<file path="src/rtl/shift_sched.sv">
// Two-requester scheduler around one shared 16-bit SLL/SRA shifter; ROR is built from two passes.
// Optional feature macro: SHIFT_SCHED_ROR_EN (two-pass rotate-right on op 2'b10).
module shift_sched #(
    parameter int unsigned ARB_MODE = 1
) (
    input  logic        clk,
    input  logic        rst,
    input  logic        req_a_valid,
    output logic        req_a_ready,
    input  logic [1:0]  req_a_op,
    input  logic [15:0] req_a_data,
    input  logic [3:0]  req_a_shamt,
    input  logic        req_b_valid,
    output logic        req_b_ready,
    input  logic [1:0]  req_b_op,
    input  logic [15:0] req_b_data,
    input  logic [3:0]  req_b_shamt,
    output logic        res_valid,
    input  logic        res_ready,
    output logic [15:0] res_data,
    output logic        res_src,
    output logic        res_err,
    output logic        busy
);
    localparam int unsigned DW = 16;
    localparam int unsigned SW = 4;
    localparam logic [1:0] OP_ROR = 2'b10;
    localparam logic [1:0] OP_RSV = 2'b11;
`ifdef SHIFT_SCHED_ROR_EN
    localparam logic ROR_EN = 1'b1;
`else
    localparam logic ROR_EN = 1'b0;
`endif

    typedef enum logic [1:0] {IDLE, PASS1, PASS2, DONE} state_t;

    state_t        state, state_d;
    logic          rr_ptr, rr_ptr_d;
    logic [1:0]    op_q, op_d;
    logic [DW-1:0] data_q, data_d;
    logic [SW-1:0] shamt_q, shamt_d;
    logic          src_q, src_d;
    logic [DW-1:0] res_data_d;
    logic          res_src_d, res_err_d;
    logic          grant_b, unsupported;
    logic          sh_mode;
    logic [SW-1:0] sh_amt;
    logic [DW-1:0] sh_out;
`ifdef SHIFT_SCHED_ROR_EN
    logic [DW-1:0] tmp_q, tmp_d;
`endif

    // The single shared shifter: mode 0 = SLL, mode 1 = SRA
    always_comb begin : shifter
        if (sh_mode) sh_out = DW'($signed(data_q) >>> sh_amt);
        else         sh_out = data_q << sh_amt;
    end

    assign grant_b = req_b_valid && (!req_a_valid || ((ARB_MODE != 0) && rr_ptr));
    assign unsupported = (op_q == OP_RSV) || ((op_q == OP_ROR) && !ROR_EN);

    always_comb begin : next_state
        state_d     = state;
        rr_ptr_d    = rr_ptr;
        op_d        = op_q;
        data_d      = data_q;
        shamt_d     = shamt_q;
        src_d       = src_q;
        res_data_d  = res_data;
        res_src_d   = res_src;
        res_err_d   = res_err;
        req_a_ready = 1'b0;
        req_b_ready = 1'b0;
        sh_mode     = op_q[0];
        sh_amt      = shamt_q;
`ifdef SHIFT_SCHED_ROR_EN
        tmp_d       = tmp_q;
`endif
        case (state)
            IDLE: begin
                req_a_ready = req_a_valid && !grant_b;
                req_b_ready = grant_b;
                if (req_a_valid || req_b_valid) begin
                    op_d     = grant_b ? req_b_op    : req_a_op;
                    data_d   = grant_b ? req_b_data  : req_a_data;
                    shamt_d  = grant_b ? req_b_shamt : req_a_shamt;
                    src_d    = grant_b;
                    rr_ptr_d = !grant_b;
                    state_d  = PASS1;
                end
            end
            PASS1: begin
`ifdef SHIFT_SCHED_ROR_EN
                // Rotate: first pass builds the wrapped-around low bits
                if (op_q == OP_ROR) begin
                    sh_mode = 1'b0;
                    sh_amt  = SW'(4'd0 - shamt_q);
                    tmp_d   = sh_out;
                    state_d = PASS2;
                end else
`endif
                begin
                    res_src_d  = src_q;
                    res_err_d  = unsupported;
                    res_data_d = unsupported ? data_q : sh_out;
                    state_d    = DONE;
                end
            end
`ifdef SHIFT_SCHED_ROR_EN
            PASS2: begin
                // SRA then strip the sign fill so only the shifted-down bits remain
                sh_mode    = 1'b1;
                res_data_d = (sh_out & ({DW{1'b1}} >> shamt_q)) | tmp_q;
                res_src_d  = src_q;
                res_err_d  = 1'b0;
                state_d    = DONE;
            end
`endif
            DONE: begin
                if (res_ready) state_d = IDLE;
            end
            default: state_d = IDLE;
        endcase
    end

    always_ff @(posedge clk) begin : regs
        if (rst) begin
            state     <= IDLE;
            rr_ptr    <= 1'b0;
            op_q      <= 2'b00;
            data_q    <= '0;
            shamt_q   <= '0;
            src_q     <= 1'b0;
            res_valid <= 1'b0;
            res_data  <= '0;
            res_src   <= 1'b0;
            res_err   <= 1'b0;
            busy      <= 1'b0;
`ifdef SHIFT_SCHED_ROR_EN
            tmp_q     <= '0;
`endif
        end else begin
            state     <= state_d;
            rr_ptr    <= rr_ptr_d;
            op_q      <= op_d;
            data_q    <= data_d;
            shamt_q   <= shamt_d;
            src_q     <= src_d;
            res_valid <= (state_d == DONE);
            res_data  <= res_data_d;
            res_src   <= res_src_d;
            res_err   <= res_err_d;
            busy      <= (state_d != IDLE);
`ifdef SHIFT_SCHED_ROR_EN
            tmp_q     <= tmp_d;
`endif
        end
    end
endmodule

</file>
<file path="config.mk">
export PLATFORM = sky130hd
export DESIGN_NAME = shift_sched
export DESIGN_NICKNAME = d
export VERILOG_FILES = /design/src/rtl/shift_sched.sv
export SDC_FILE = /design/constraint.sdc
export NUM_CORES = 1
export LEC_CHECK = 0
export CAP_MARGIN = 30
export CORE_MARGIN = 2
export CORE_UTILIZATION = 65
export CTS_CLUSTER_SIZE = 16
export DETAILED_ROUTE_END_ITERATION = 16
export DONT_BUFFER_PORTS = 1
export PLACE_DENSITY_LB_ADDON = 0.25
export SYNTH_ARGS = -nofsm -noshare
export SYNTH_HDL_FRONTEND = slang
export SYNTH_SLANG_ARGS = --single-unit
export TNS_END_PERCENT = 50
</file>
<file path="constraint.sdc">
create_clock -name clk -period 2.95 [get_ports clk]
set_input_delay 0.295 -clock clk [delete_from_list [all_inputs] [get_ports clk]]
set_output_delay 0.295 -clock clk [all_outputs]
set_load 0.01 [all_outputs]
</file>
==> impl_metrics.csv <==
group,metric,value,unit
run_status,status,"complete, no violations",
yosys,synth.most_common_cell,"dfxtp_1",
sta,worst_pin_slew,0.744,ns
hold_path,hold_class,"input pin to flop",
global_route,grt_antenna_before_repair,0,
critical_path,rrSetupSlack,0.74,ns
sta,fin_tns_setup,0,ns
floorplanning,initial_utilization,0.683,
yosys,syn_inst,410,
sta,slew_violations,0,
sta,fmax,0.452,GHz
sta,hold_viol_final,0,
pwr,clkPwrFrac,0.181,
global_route,grt_overflow,0,
flow_run,cap_violations,0,
floorplanning,fp.dieH,78.0,µm
route,drt_iter0_markers,542,
global_route,first_global_vias,3145,
finish,num_antenna_cells,0,
yosys,synth_cell_type_count,46,
route,wire_per_inst,23.6,µm
yosys,syn_nets,459,
route,final_antenna_net_count,0,
cts,cts_resized,0,
yosys,ys_seq_area_frac,0.259,
sta,setup_viol,0,
placed_design,gp_congestion,1.03,
pwr,p_switching,1.11,mW
critical_path,crit_type,"flop to flop",
placed_design,numPortBuffers,0,
critical_path,arrival,2.41,ns
cts,cts_inserted_buffers,5,
finish,area_delta_synth_final,2.95,%
floorplanning,ioPinCount,71,
yosys,synth_edf_count,0,
pwr,swShare,0.421,
cts,worstSkewPairLatency,0.30,ns
cts,htreeDepth,2,
pwr,combPwrFrac,0.441,
yosys,synthTopCellsByCount,"46 x dfxtp_1, 39 x nand2_1, 39 x nor2_1",
sta,post-route-worst-setup-slack,0.738,ns
critical_path,path_max_fanout,20,
finish,drive_gt1_frac,0.159,
global_route,track_usage,0.363,
global_route,busiest_layer,"met2",
yosys,synthFlopType,"dfxtp_1",
yosys,syn_area,0.00356,mm²
sta,period_needed,2.21,ns
global_route,grt_util_met3,0.0744,
yosys,yosysTopAreaCell,"dfxtp_1",
floorplanning,die_w,78.0,µm
floorplanning,rows,26,
floorplanning,core-area,0.00520,mm²
finish,nets,432,
pwr,intPower,1.54,mW
global_route,met2_usage,0.560,
cts,clock_path_buffers,2,
finish,design_area,0.00366,mm²
pwr,ir_worst_vdd,0.453,mV
sta,grt_setup_unrepaired,"no",
pwr,cellLeakagePower,1.27,nW
yosys,ys_top_cells_by_area,"dfxtp_1 26%, mux4_2 15%, mux2i_1 10%, nand2_1 4.1%, nor2_1 4.1%",
yosys,synthArstFlopShare,0,
yosys,synth_top_cell_area_share,0.259,
yosys,avgSynthCellArea,8.68,µm²
cts,cts_setup_buffers,0,
placed_design,pre_cts_slack,0.747,ns
critical_path,end_kind,"flop",
cts,path_clk_slew,0.08,ns
floorplanning,dieArea,0.00608,mm²
pwr,seqPwrFrac,0.378,
critical_path,required,3.15,ns
route,route.vias.total,3442,
sta,relSlewSlack,0.504,
cts,ctsRootBufferMaster,"clkbuf_8",
route,drc_errors,0,
route,first_pass_iters,8,
global_route,met1_usage,0.498,
yosys,ys_ff_latch,46,
placed_design,hpwl,7300,µm
route,drt_wl_total,10700,µm
placed_design,placed_cell_area,0.00355,mm²
sta,period_share,0.750,
route,via_per_inst,7.60,
global_route,grt_start_max_net_pins,48,
sta,finClkSkew,0.00586,ns
pwr,pwr_density_cell,724,mW/mm²
critical_path,critPathLaunchType,"flop",
yosys,synth_warnings,0,
global_route,grt_pass1_wl,17200,µm
cts,clock-sinks,46,
finish,fin_util,0.704,
cts,cts_tree,"yes",
cts,hold_buffers,0,
[sequential cells by signal, indices dropped and copies added (netlist names)]
signal     flops
state          2
res_data      16
res_src        1
busy           1
op_q           2
src_q          1
sh_amt         4
res_valid      1
data_q        16
rr_ptr         1
res_err        1
[cell families after synthesis]
family          share of synthesized area
simple gates                        0.139
compound gates                      0.254
buf+inv                            0.0711
flops                               0.259
mux                                 0.278
[cell usage in the layout (no fill, tap or decap), drive strengths merged, types with 9 or more instances in the layout]
cell and instances:
a21oi 22, nand2 39, dfxtp 46, mux2 9, mux4 23, nor2 39
a211oi 19, buf 16, mux2i 36, o21ai 22, a222oi 12
[final cells by class]
cell class | instances | area (µm²)
Timing Repair Buffer | 16 | 120
Inverter | 8 | 30.0
Clock buffer | 6 | 82.6
Multi-Input combinational cell | 306 | 2390
Tap cell | 70 | 87.6
Fill cell | 414 | 1540
Sequential cell | 46 | 923
Clock inverter | 1 | 30.0
[metal layers]
metal,vias up,wire length [µm]
met5,-,0
met2,282,4960
met4,0,280
li1,1519,-
met3,34,1210
met1,1607,4250
[metrics by stage]
stage	hold WS, ns	power, mW	instances
2_1_floorplan	0.398	1.84	410
3_3_place_gp	0.369	2.11	445
3_5_place_dp	0.372	2.14	446
4_1_cts	0.0540	2.62	453
5_1_grt	0.0533	2.79	453
6_report	0.0625	2.65	453
[path summary, 6_finish.rpt]
path | start | end | cells after the start
worst max register to register | sh_amt[1]$_SDFFE_PP0P_ | res_data[11]$_SDFFE_PP0N_ | 6
worst min register to register | src_q$_SDFFE_PP0P_ | res_src$_SDFFE_PP0N_ | 2
worst max-delay path | sh_amt[1]$_SDFFE_PP0P_ | res_data[11]$_SDFFE_PP0N_ | 6
worst min-delay path | rst | res_err$_SDFFE_PP0N_ | 1
[power by group through the flow]
stage / registers (mW) / clock network [mW] / logic, mW
CTS: 0.988 / 0.486 / 1.14
global route: 1.02 / 0.509 / 1.26
finish: 1.00 / 0.480 / 1.17
detailed placement: 1.00 / 0 / 1.14
floorplan: 0.823 / 0 / 1.02
global placement: 0.997 / 0 / 1.11
[worst max-delay path, cell delays in order (launching register included)]
cell and delay, ns:
dfxtp_2 0.65, buf_4 0.30, mux2_2 0.39, mux2i_1 0.32, a211o_1 0.19, a31oi_1 0.09
a21o_1 0.17
(Power assumes the default switching activity.)
